[config.mk]
export PLATFORM = sky130hd
export DESIGN_NAME = nibble_batch_loader
export DESIGN_NICKNAME = d
export VERILOG_FILES = /design/src/rtl/nibble_batch_loader.sv
export SDC_FILE = /design/constraint.sdc
export NUM_CORES = 1
export LEC_CHECK = 0
export ABC_AREA = 1
export CORE_ASPECT_RATIO = 1.5
export CORE_MARGIN = 5
export CORE_UTILIZATION = 50
export CTS_CLUSTER_SIZE = 30
export DETAILED_ROUTE_END_ITERATION = 16
export PLACE_DENSITY = 0.75
export SLEW_MARGIN = 20
export SYNTH_ARGS = -nofsm -noshare
export SYNTH_HDL_FRONTEND = slang
export SYNTH_SLANG_ARGS = --single-unit
export TNS_END_PERCENT = 5
[constraint.sdc]
create_clock -name clk_i -period 2.4 [get_ports clk_i]
set_clock_uncertainty 0.05 [all_clocks]
set_input_delay 0.48 -clock clk_i [delete_from_list [all_inputs] [get_ports clk_i]]
set_output_delay 0.48 -clock clk_i [all_outputs]
set_load 0.05 [all_outputs]
[src/rtl/nibble_batch_loader.sv]
// Packs a valid/ready stream of 4-bit values into 8-slot batches for the adder tree.
// A batch closes on the 8th nibble or on in_last. Unfilled slots are zero-padded.
module nibble_batch_loader #(
  parameter int unsigned ISSUE_GAP = 0
) (
  input  logic       clk_i,
  input  logic       rst_i,
  input  logic [3:0] in_data_i,
  input  logic       in_valid_i,
  input  logic       in_last_i,
  output logic       in_ready_o,
  output logic [3:0] input_val0_o,
  output logic [3:0] input_val1_o,
  output logic [3:0] input_val2_o,
  output logic [3:0] input_val3_o,
  output logic [3:0] input_val4_o,
  output logic [3:0] input_val5_o,
  output logic [3:0] input_val6_o,
  output logic [3:0] input_val7_o,
  output logic       s_vi_o,
  output logic [7:0] batch_cnt_o,
  output logic [3:0] fill_level_o
);

  localparam logic [0:0] ST_FILL  = 1'b0;
  localparam logic [0:0] ST_GAP   = 1'b1;
  localparam logic [3:0] GAP_LOAD = 4'(ISSUE_GAP);

  logic [0:0] state_q, state_d;
  logic [3:0] gap_q, gap_d;
  logic [2:0] idx_q, idx_d;
  logic [3:0] col_q [8];
  logic [3:0] col_d [8];
  logic [3:0] out_q [8];
  logic [3:0] out_d [8];
  logic       s_vi_q, s_vi_d;
  logic [7:0] batch_q, batch_d;
  logic       accept;
  logic       closing;

  // Ready is forced low while reset is asserted so nothing is handshaken into a discarded batch.
  assign in_ready_o = (state_q == ST_FILL) && !rst_i;
  assign accept     = in_valid_i && in_ready_o;
  assign closing    = accept && ((idx_q == 3'd7) || in_last_i);

  always_comb begin
    state_d = state_q;
    gap_d   = gap_q;
    idx_d   = idx_q;
    col_d   = col_q;
    out_d   = out_q;
    s_vi_d  = 1'b0;
    batch_d = batch_q;
    if (state_q == ST_GAP) begin
      gap_d = gap_q - 4'd1;
      if (gap_q <= 4'd1) state_d = ST_FILL;
    end else if (closing) begin
      for (int i = 0; i < 8; i++) begin
        if (3'(i) < idx_q)       out_d[i] = col_q[i];
        else if (3'(i) == idx_q) out_d[i] = in_data_i;
        else                     out_d[i] = 4'd0;
        col_d[i] = 4'd0;
      end
      idx_d   = 3'd0;
      s_vi_d  = 1'b1;
      batch_d = batch_q + 8'd1;
      if (GAP_LOAD != 4'd0) begin
        state_d = ST_GAP;
        gap_d   = GAP_LOAD;
      end
    end else if (accept) begin
      col_d[idx_q] = in_data_i;
      idx_d        = idx_q + 3'd1;
    end
  end

  always_ff @(posedge clk_i) begin
    if (rst_i) begin
      state_q <= ST_FILL;
      gap_q   <= 4'd0;
      idx_q   <= 3'd0;
      s_vi_q  <= 1'b0;
      batch_q <= 8'd0;
      for (int i = 0; i < 8; i++) begin
        col_q[i] <= 4'd0;
        out_q[i] <= 4'd0;
      end
    end else begin
      state_q <= state_d;
      gap_q   <= gap_d;
      idx_q   <= idx_d;
      s_vi_q  <= s_vi_d;
      batch_q <= batch_d;
      col_q   <= col_d;
      out_q   <= out_d;
    end
  end

  assign input_val0_o = out_q[0];
  assign input_val1_o = out_q[1];
  assign input_val2_o = out_q[2];
  assign input_val3_o = out_q[3];
  assign input_val4_o = out_q[4];
  assign input_val5_o = out_q[5];
  assign input_val6_o = out_q[6];
  assign input_val7_o = out_q[7];
  assign s_vi_o       = s_vi_q;
  assign batch_cnt_o  = batch_q;
  assign fill_level_o = {1'b0, idx_q};

endmodule

==> flow_summary.ini, run 1 <==
[detailed_routing]
drt_pass1_iterations = 4
wire_per_inst_um = 13.5
drt-initial-drc-count = 186
routed_wl_um = 8540
drt_antenna_net_count = 0
remaining_drc_errors = 0
vias = 3338
viasPerCell = 5.26

[timing]
achievable-frequency_mhz = 437
setup_repair_after_global_routing_missed_its_margin = no
finalWorstPathRequiredPeriod_ns = 2.29
setup_viol_count_final = 0
timing_hold_violations_final = 0
slew-limit-headroom_pct = 65.4
setup_ws_ns = 0.109
hold-worst-slack_ns = 0.411
tightestPinTransition_ns = 0.518
final-max-slew-violation-count = 0
finalSetupTns_ns = 0
post-route-period-util_pct = 95.5

[cells_and_area]
number_of_flip_flops_under_the_largest_register_name = 28
register_with_the_most_flip_flops = col_q
areaGrowthSynthToFinish_pct = 23.6
final_nets = 567
drive_above_1_share_pct = 6.64
layout.cells.most_common_list = nand2_1, nor2_1, dfxtp_1
fill_cells = 644
layout.cells.most_common = nand2_1
antenna_cells_inserted = 0

[critical_path]
worstSetupPathDepth = 1
crit-reg2reg-launch = idx_q[0]
setup.reg_to_reg.worst_slack_ns = 0.30
worst_setup_path_endpoint = fill_level_o[0]
critPathArrivalTime_ns = 1.76
cp.buffers_inverters = 1
critical_path_class = reg2out
worst-path-max-fanout = 10
critical_path.top_delay_family = buffers and inverters
r2r_end = col_q[21]
worst_ep_required_time_ns = 1.87
ff2ff_path_depth = 7
critPathLaunchType = register
critPathSlowestCell = clkdlybuf4s50_1
setup.worst_path.start = idx_q[0]
critPathCaptureType = output pin
timing.critical_path.cells = clkdlybuf4s50_1
timing.critical_path.slowest_cell_delay_ns = 0.88

[die]
core.rowCount = 37
fp.dieW_um = 78.1
core_region_area_um2 = 6810
floorplan.die_area_um2 = 8750
die_h_um = 112
initial_core_util_pct = 51.1
floorplan.io_pins = 54

[power_and_ir_drop]
p_leak_nw = 1.73
max-vdd-ir-drop_mv = 0.347
combPwrFrac_pct = 12.4
power_switching_share_pct = 26.5
total_power_w = 0.00265
seq_power_share_pct = 49.9
p_switching_w = 0.000702
power.density_nw_per_um2 = 617
clkPwrFrac_pct = 37.7
p_int_w = 0.00195

[synthesis]
syn-num-nets = 514
ys_ff_latch = 77
synthesis.instances = 499
post_synth_instance_area_um2 = 3470
seq_area_frac_synth_pct = 44.4
avgSynthCellArea_um2 = 6.96
ys_warn_count = 0
synth.distinct_cells = 25

[clock_network]
worst_skew_pair.late_latency_ns = 0.35
post_cts_buffers = 0
cts_root_buf = clkbuf_8
cts_hold_repair.buffers = 0
clock_tree.buffer_depth = 2
cts-buffers-inserted = 9
clkTransAtPathRegs_ns = 0.07
tritoncts = built
cts-htree-levels = 3
cts_num_sinks = 77
post_cts_resized = 0

[status]
outcome = finished, final reports clean

[global_route]
pin_count_of_the_biggest_net_entering_global_routing = 42
globalRouteTotalUtil_pct = 19.8
number_of_antenna_violations_at_the_first_check_in_global_routing = 0
grt_pass1_wl_um = 14200
first_global_vias = 3249
grt_residual_overflow = 0

[placed_design]
place_ws_ns = 0.184
place.gp.congestion = 0.877
place.detailed.hpwl_um = 6080
place.port_buffers = 52

[job]
maxCapViolations = 0

[min_path]
holdCritPathClass = reg2reg
logic make-up after synthesis:
group                      Yosys count  synth area share [%]
adders and majority gates            7                  2.52
AOI/OAI and AO/OA                   91                  13.5
and+or+nand+nor                    264                  32.2
xor gates and xnor gates             1                 0.252
DFF                                 77                  44.4
buffers and inverters               58                  7.02
other                                1                 0.108
worst min path at each step:
| stage | cells after the start | from | slack, ns | to |
|---|---|---|---|---|
| floorplan | 2 | col_q[24] | 0.39 | col_q[24] |
| global placement | 2 | col_q[13] | 0.40 | col_q[13] |
| detailed placement | 2 | col_q[27] | 0.40 | col_q[27] |
| CTS | 2 | col_q[27] | 0.41 | col_q[27] |
| global route | 2 | col_q[27] | 0.43 | col_q[27] |
| finish | 2 | col_q[27] | 0.41 | col_q[27] |
worst register-to-register path, delay by kind of cell (launching register included):
family	cells	cell delay [ns]
buffers and inverters	1	0.11
AO/OA/AOI/OAI	1	0.18
AND/OR/NAND/NOR	3	0.73
adder cells (fa/ha/maj)	2	0.55
flip-flops	1	0.42
power by group through the flow:
stage	Sequential, W	Combinational [W]	Clock [W]
2_1_floorplan	0.00144	0.000127	0
3_3_place_gp	0.00135	0.000326	0
3_5_place_dp	0.00135	0.000328	0
4_1_cts	0.00132	0.000329	0.00102
5_1_grt	0.00133	0.000352	0.00107
6_report	0.00132	0.000328	0.000998
Yosys cell counts (all sizes together):
cell type / instances / area share, %
and3: 1 / 0.18
inv: 36 / 3.9
nand2: 129 / 14
ha: 7 / 2.5
o21a: 4 / 0.86
nand3: 36 / 5.2
a22oi: 2 / 0.43
dfxtp: 77 / 44
clkinv: 1 / 0.11
nor3: 7 / 1.0
nor2: 88 / 11
conb: 1 / 0.11
nand4: 2 / 0.36
buf: 13 / 2.2
or2: 1 / 0.18
o21ai: 39 / 5.6
xnor2: 1 / 0.25
clkbuf: 8 / 0.86
a21oi: 46 / 6.6
layer usage:
layer / track usage (%) / share of wire (%) / vias to the layer above
met5: 0 / 0 / -
met4: 8.46 / 2.5 / 0
met3: 4.98 / 5.1 / 18
met1: 21.8 / 41 / 1531
met2: 35.2 / 51 / 86
li1: - / - / 1703
stage by stage:
| step | cells | util (%) | instance area [um2] |
|---|---|---|---|
| floorplan | 499 | - | 3470 |
| global placement | 619 | 60.1 | 4090 |
| detailed placement | 619 | 60.1 | 4090 |
| CTS | 635 | 63.1 | 4290 |
| global route | 635 | 63.1 | 4290 |
| finish | 635 | 63.1 | 4290 |
final cells by class:
class                      count  area (um2)  share of cell area, %
tap                           78        97.6                   2.27
clock buffer                  13         159                   3.70
multi-input combinational    364        1690                   39.3
clock inverter                 3        43.8                   1.02
timing repair buffer          63         623                   14.5
inverter                      37         139                   3.24
sequential                    77        1540                   35.9
No activity file was read; power rests on OpenSTA's default activity.
==> run 2: changes to the inputs <==
--- a/config.mk
+++ b/config.mk
@@ -6,6 +6,7 @@
 export NUM_CORES = 1
 export LEC_CHECK = 0
 export ABC_AREA = 1
+export CAP_MARGIN = 30
 export CORE_ASPECT_RATIO = 1.5
 export CORE_MARGIN = 5
 export CORE_UTILIZATION = 50
==> results of run 2 <==
Final layout, timing and power as in run 1 (identical DEF).
==> run 3: changes to the inputs <==
--- a/config.mk
+++ b/config.mk
@@ -13,6 +13,7 @@
 export CTS_CLUSTER_SIZE = 30
 export DETAILED_ROUTE_END_ITERATION = 16
 export PLACE_DENSITY = 0.75
+export REMOVE_ABC_BUFFERS = 1
 export SLEW_MARGIN = 20
 export SYNTH_ARGS = -nofsm -noshare
 export SYNTH_HDL_FRONTEND = slang
==> flow_summary.ini, run 3 (synthesized netlist as in run 1, its figures left out) <==
[critical_path]
timing.critical_path.slowest_cell_delay_ns = 0.87
critPathCaptureType = output pin
timing.critical_path.cells = clkdlybuf4s50_1
critical_path.top_delay_family = buffers and inverters
cp.buffers_inverters = 1
r2r_end = col_q[23]
setup.reg_to_reg.worst_slack_ns = 0.36
setup.worst_path.start = idx_q[1]
critical_path_class = reg2out
critPathSlowestCell = clkdlybuf4s50_1
worst_ep_required_time_ns = 1.87
critPathLaunchType = register
worst_setup_path_endpoint = fill_level_o[1]
crit-reg2reg-launch = idx_q[1]
worstSetupPathDepth = 1
critPathArrivalTime_ns = 1.76
worst-path-max-fanout = 10
ff2ff_path_depth = 7

[cells_and_area]
areaGrowthSynthToFinish_pct = 23.0
number_of_flip_flops_under_the_largest_register_name = 28
register_with_the_most_flip_flops = col_q
final_nets = 565
layout.cells.most_common_list = nand2_1, nor2_1, dfxtp_1
antenna_cells_inserted = 0
stdcell_count = 633
layout.cells.most_common = nand2_1
drive_above_1_share_pct = 6.67
stdcell_area_um2 = 4280

[global_route]
grt_pass1_wl_um = 14000
first_global_vias = 3206
grt_residual_overflow = 0
number_of_antenna_violations_at_the_first_check_in_global_routing = 0
pin_count_of_the_biggest_net_entering_global_routing = 40
globalRouteTotalUtil_pct = 19.5

[power_and_ir_drop]
power.density_nw_per_um2 = 617
max-vdd-ir-drop_mv = 0.408
total_power_w = 0.00264
p_leak_nw = 1.72

[die]
floorplan.die_area_um2 = 8750
die_h_um = 112
core_region_area_um2 = 6810
initial_core_util_pct = 51.1
floorplan.io_pins = 54
core.rowCount = 37
fp.dieW_um = 78.1

[timing]
finalWorstPathRequiredPeriod_ns = 2.29
achievable-frequency_mhz = 437
setup_repair_after_global_routing_missed_its_margin = no
timing_hold_violations_final = 0
finalSetupTns_ns = 0
tightestPinTransition_ns = 0.510
setup_ws_ns = 0.111
post-route-period-util_pct = 95.4
final-max-slew-violation-count = 0
setup_viol_count_final = 0
slew-limit-headroom_pct = 65.9

[detailed_routing]
wire_per_inst_um = 13.0
routed_wl_um = 8250
viasPerCell = 5.27
vias = 3339
remaining_drc_errors = 0
drt-initial-drc-count = 278
drt_antenna_net_count = 0
drt_pass1_iterations = 5

[clock_network]
worst_skew_pair.late_latency_ns = 0.36
cts_root_buf = clkbuf_8
cts-buffers-inserted = 9
cts_hold_repair.buffers = 0
post_cts_resized = 0
clock_tree.buffer_depth = 2
cts-htree-levels = 3
cts_num_sinks = 77
post_cts_buffers = 0
tritoncts = built
clkTransAtPathRegs_ns = 0.08

[placed_design]
numPlacedInstances = 617
place.gp.congestion = 0.807
placedInstanceArea_um2 = 4080
place.port_buffers = 52
place_ws_ns = 0.266
place.detailed.hpwl_um = 5850

[min_path]
timing.hold.worst_path_depth = 2
holdCritPathClass = reg2reg

[status]
outcome = finished, final reports clean

[job]
maxCapViolations = 0
## run 3: cell count changes in the layout (fill, tap and decap cells not counted), sizes merged
cell      change
clkbuf        -3
clkinvlp      +3
buf           -2
## run 3: final cells by class
cell class	instances	area (um2)
Tap cell	78	97.6
Multi-Input combinational cell	364	1690
Clock buffer	10	138
Fill cell	637	2530
Sequential cell	77	1540
Timing Repair Buffer	61	608
Inverter	37	139
Clock inverter	6	62.6
## run 3: how the worst min path moves through the flow
stage,startpoint,endpoint,slack [ns]
floorplan,col_q[20],col_q[20],0.38
global placement,col_q[27],col_q[27],0.40
detailed placement,col_q[28],col_q[28],0.40
CTS,col_q[7],col_q[7],0.42
global route,col_q[7],col_q[7],0.43
finish,col_q[23],col_q[23],0.41
## run 3: metrics by stage
step                      hold WS [ns]  utilization, %
after floorplan                  0.384               -
final                            0.415            62.8
after global routing             0.429            62.8
after detailed placement         0.404            59.9
after CTS                        0.415            62.8
after global placement           0.399            59.9
## run 3: where the power goes
group | total [W] | leakage [nW] | switching, W | internal, W
registers | 0.00132 | 0.624 | 0.0000149 | 0.00131
clock network | 0.000991 | 0.0943 | 0.000487 | 0.000504
logic | 0.000327 | 0.997 | 0.000226 | 0.000101
total | 0.00264 | 1.72 | 0.000727 | 0.00191
## run 3: layer usage
layer,vias up,share of wire [%],GRT usage (%)
met1,1531,42,22.1
met5,-,0,0
met3,18,5.6,4.74
li1,1703,-,-
met2,87,51,34.2
met4,0,1.9,8.00
==> patch 1 (settings of run 1) <==
Make the reset (`rst_i`) asynchronous in one clocked block.
--- a/src/rtl/nibble_batch_loader.sv
+++ b/src/rtl/nibble_batch_loader.sv
@@ -76,3 +76,3 @@
 
-  always_ff @(posedge clk_i) begin
+  always_ff @(posedge clk_i or posedge rst_i) begin
     if (rst_i) begin
Behaviour: differs if rst_i is asserted again (counterexample within 4 cycles, from zero or initial values and one cycle with rst_i high); with rst_i held inactive, the same outputs for 4 cycles.
==> patch 1 against run 1 <==
  * Count of clock-buffer cells in the layout decreased by 1
  * Sequential cell count unchanged
  * Via count decreased by 0.87%
  * Final area increased by 11%
  * Critical path depth is the same
  * Routed wire length up 0.97%
  * Global-route usage shrank 0.082 points
  * First-iteration DRC count rose by 31%
  * Worst setup slack better by 0.036 ns
  * Sequential share of layout area increased by 4.7 points
  * Register-to-register slack better by 0.02 ns
  * Synthesized area rose by 11%
Power is not compared: it rests on default switching activity, and its combinational part moved more than twofold at a synthesized area within 25%.
==> patch 1: results (changes against run 1) <==
| Metric | Value |
|---|---|
| Post-synthesis sequential area ratio | 50.1% (was 44.4%) |
| Critical Path Source | idx_q[1]$_DFFE_PP0P_ (was idx_q[0]$_SDFFE_PP0P_) |
| Synth Area in Adders | 2.28% (was 2.52%) |
| Top cells by area, synth | dfrtp_1, nand2_1, nand3_1 (was dfxtp_1, nand2_1, nor2_1) |
| WL final | 8620 um (was 8540 um) |
| Vias in the first global route | 3163 (was 3249) |
| Status | complete, no violations (unchanged) |
| FF-to-FF End | batch_cnt_o[4]$_DFFE_PP0P_ (was col_q[21]$_SDFFE_PP0P_) |
| Hpwl dp | 5910 um (was 6080 um) |
| Post-synthesis async set-or-reset flop share | 100% (was 0%) |
| Layout cell share with drive strength beyond 1 | 7.76% (was 6.64%) |
| Layout fillers | 670 (was 644) |
| Yosys cell types | 29 (was 25) |
| Setup Buffers After CTS | 0 (unchanged) |
| Clock-pin slew on the worst setup and hold paths | 0.06 ns |
| Via Count | 3309 (was 3338) |
| Worst Path Max Fanout | 9 (was 10) |
| Post-Syn Area per Cell | 7.97 um^2 (was 6.96 um^2) |
| TritonCTS Buffers | 9 (unchanged) |
| Slew margin rel. | 63.4% (was 65.4%) |
| First-pass GRT wire length | 14900 um (was 14200 um) |
| Ys flop type | dfrtp_1 (was dfxtp_1) |
| Largest net degree at the start of global routing | 62 (was 42) |
| Synth Area in Compound Gates | 4.88% (was 13.5%) |
| 1st-iter DRT viols | 244 (was 186) |
| Commonest cells post-synth | nand2_1, dfrtp_1, nand3_1 (was nand2_1, nor2_1, dfxtp_1) |
| Syn Nets | 498 (was 514) |
| DR pass1 iterations | 5 (was 4) |
| Flop2flop setup slack | 0.32 ns (was 0.30 ns) |
| Sequential cell area | 1930 um^2 (was 1540 um^2) |
| Critical Path Sink | fill_level_o[1] (was fill_level_o[0]) |
| Clk_lat worst skew | 0.34 ns |
| Clock root cell | clkbuf_16 (was clkbuf_8) |
| Arr. time, crit path | 1.72 ns (was 1.76 ns) |
| Total track usage | 19.7% (was 19.8%) |
| Synth Area in XOR/XNOR | 1.14% (was 0.252%) |
| Max-cap violation count | 0 (unchanged) |
| Nets | 551 (was 567) |
| R2R cell count | 8 (was 7) |
| Placed instance area | 4440 um^2 (was 4090 um^2) |
## patch 1: changes by cell type in the layout (fill, tap and decap cells not counted), moves of 11 or more
cell / before / now
a21oi_1: 46 / 0
clkbuf_8: 11 / 0
dfrtp_1: 0 / 77
dfxtp_1: 77 / 0
nand2_1: 128 / 234
nor2_1: 84 / 13
o21ai_0: 37 / 22
## patch 1: cell families after synthesis
kind of cell / Yosys count
compound gates: 36
xor+xnor: 5
buf+inv: 48
simple gates: 309
flops: 77
fa+ha+maj: 7
other cells: 1
## patch 1: worst min-delay path by stage
stage	startpoint	endpoint	slack, ns	depth (start not counted)
final	col_q[18]$_DFFE_PP0P_	col_q[18]$_DFFE_PP0P_	0.42	2
after global routing	input_val5_o[3]$_DFFE_PP0P_	input_val5_o[3]$_DFFE_PP0P_	0.44	2
after CTS	col_q[25]$_DFFE_PP0P_	col_q[25]$_DFFE_PP0P_	0.42	2
after detailed placement	col_q[13]$_DFFE_PP0P_	col_q[13]$_DFFE_PP0P_	0.41	2
after global placement	col_q[5]$_DFFE_PP0P_	col_q[5]$_DFFE_PP0P_	0.41	2
after floorplan	col_q[19]$_DFFE_PP0P_	col_q[19]$_DFFE_PP0P_	0.39	2
## patch 1: per-stage QoR
step,setup slack [ns],cells
floorplan,0.379,483
detailed placement,0.224,627
global route,0.0508,643
CTS,0.122,643
global placement,0.266,627
finish,0.145,643
## patch 1: area by class of cell
class                      instances  area share [%]
clock buffer                      12            4.98
clock inverter                     4            1.53
inverter                          30            2.66
multi-input combinational        358            34.9
sequential                        77            40.6
tap                              102            2.69
timing repair buffer              60            12.7
## patch 1: report_power, final
group | switching (mW) | internal [mW] | leakage (nW)
clock | 0.500 | 0.909 | 0.147
sequential | 0.141 | 1.46 | 1.05
combinational | 0.826 | 0.368 | 1.23
## patch 1: routing by layer
layer  wire length [um]  part of all wire, %  global-route usage, %  up-vias
met5                  0                    0                      0        -
met4                209                  2.4                   8.63        0
met3                553                  6.4                   4.98       19
met2               4210                   49                   30.1      116
met1               3650                   42                   26.2     1552
li1                   -                    -                      -     1622
==> patch 2 (flow settings as in run 1) <==
Without the edit above. Register the output `batch_cnt_o` once more, without a reset; this adds one clock of latency there. The other outputs are not delayed to match.
--- a/src/rtl/nibble_batch_loader.sv
+++ b/src/rtl/nibble_batch_loader.sv
@@ -107,3 +107,5 @@
   assign s_vi_o       = s_vi_q;
-  assign batch_cnt_o  = batch_q;
+  always_ff @(posedge clk_i) begin
+    batch_cnt_o <= batch_q;
+  end
   assign fill_level_o = {1'b0, idx_q};
Check against the original RTL: not equivalent (Yosys sat finds a counterexample within 4 cycles, from zero or initial values and one cycle with rst_i high).
==> patch 2 against run 1 <==
  * Routed wire length is 1.9% higher
  * Combinational power rose by 2%
  * Highest routed layer unchanged
  * Largest power group unchanged
  * Sequential cell count increased by 8
  * Utilization down 1.2 points
  * Final area increased by 4.2%
  * Power up 3.6%
  * Synthesized area is 5.7% higher
  * Synthesized cell count increased by 1.4%
  * Largest cell class is now flip-flops and latches
  * Worst setup slack worse by 0.024 ns
==> patch 2: results (changes against run 1) <==
| Metric | Value |
|---|---|
| Total track usage | 19.9% (was 19.8%) |
| Status | complete, no violations (unchanged) |
| Layout cell share with drive strength beyond 1 | 7.35% (was 6.64%) |
| Met1 usage | 23.8% (was 21.8%) |
| Vias in the first global route | 3123 (was 3249) |
| First-pass GRT wire length | 14300 um (was 14200 um) |
| Hold path startpoint | batch_q[7]$_SDFFE_PP0P_ (was col_q[27]$_SDFFE_PP0P_) |
| Critical Path Source | idx_q[1]$_SDFFE_PP0P_ (was idx_q[0]$_SDFFE_PP0P_) |
| Slew @ Worst Pin | 0.510 ns (was 0.518 ns) |
| Hpwl dp | 6110 um (was 6080 um) |
| Fin crit share | 96.4% (was 95.5%) |
| Metal3 WL | 501 um (was 436 um) |
| Buffers added on ports | 52 (unchanged) |
| Placed instance area | 4290 um^2 (was 4090 um^2) |
| Via/cell ratio | 5.22 (was 5.26) |
| Post-synthesis sequential area ratio | 46.3% (was 44.4%) |
| Placed cells | 643 (was 619) |
| Grt met3 use | 3.13% (was 4.98%) |
| Yosys warning count | 0 (unchanged) |
| R2R cell count | 8 (was 7) |
| Nets | 569 (was 567) |
| Syn Nets | 521 (was 514) |
| Peak VDD IR | 0.256 mV (was 0.347 mV) |
| Top cells by area, synth | dfxtp_1, nand2_1, nor2_1 (unchanged) |
| DRT met1 WL | 3660 um (was 3490 um) |
| Largest net degree at the start of global routing | 58 (was 42) |
| FF-to-FF End | input_val0_o[0]$_SDFFE_PP0P_ (was col_q[21]$_SDFFE_PP0P_) |
| Worst hold path cell count | 0 (was 2) |
| Setup WS pre-CTS | 0.316 ns (was 0.184 ns) |
| WL final | 8700 um (was 8540 um) |
| Layout fillers | 662 (was 644) |
| Leakage power | 1.76 nW (was 1.73 nW) |
| Met2 Use GR | 33.5% (was 35.2%) |
| Worst hold slack | 0.332 ns (was 0.411 ns) |
| Routed length on met2 | 4280 um (was 4400 um) |
| Critical Path Sink | fill_level_o[1] (was fill_level_o[0]) |
| DR pass1 iterations | 7 (was 4) |
| 1st-iter DRT viols | 226 (was 186) |
| Via Count | 3435 (was 3338) |
| Worst Hold End | batch_cnt_o[7]$_DFF_P_ (was col_q[27]$_SDFFE_PP0P_) |
| Arr. time, crit path | 1.78 ns (was 1.76 ns) |
| Sequential power share | 53.1% (was 49.9%) |
| Cell count after synthesis | 506 (was 499) |
| Flop2flop setup slack | 0.40 ns (was 0.30 ns) |
| Yosys cell types | 31 (was 25) |
| Clock-pin slew on the worst setup and hold paths | 0.08 ns |
| Gpl congestion | 0.915 (was 0.877) |
| Post_cts resized | 0 (unchanged) |
| Comb pwr | 0.336 mW (was 0.328 mW) |
| Post-synthesis async set-or-reset flop share | 0% (unchanged) |
| Commonest cells post-synth | nand2_1, dfxtp_1, nor2_1 (was nand2_1, nor2_1, dfxtp_1) |
## patch 2: layout make-up
cell class                      instances  share of cell area [%]
Clock inverter                          5                    1.18
Tap cell                              100                    2.80
Inverter                               38                    3.19
Timing Repair Buffer                   64                    14.7
Clock buffer                           10                    2.85
Sequential cell                        85                    38.1
Multi-Input combinational cell        356                    37.3
## patch 2: through the flow
stage | total power [mW] | util (%)
finish | 2.74 | 61.9
CTS | 2.77 | 61.9
global route | 2.85 | 61.9
floorplan | 1.71 | -
global placement | 1.82 | 59.4
detailed placement | 1.82 | 59.4
## patch 2: kinds of logic (layout without fill, tap and decap cells)
logic type                 after synthesis  count (layout)  synth area share [%]
adders and majority gates                7               7                  2.38
and+or+nand+nor                        253             253                  29.1
buffers and inverters                   65             117                  8.31
xor gates and xnor gates                 2               2                 0.477
AOI/OAI and AO/OA                       93              93                  13.3
DFF                                     85              85                  46.3
other                                    1               1                 0.102
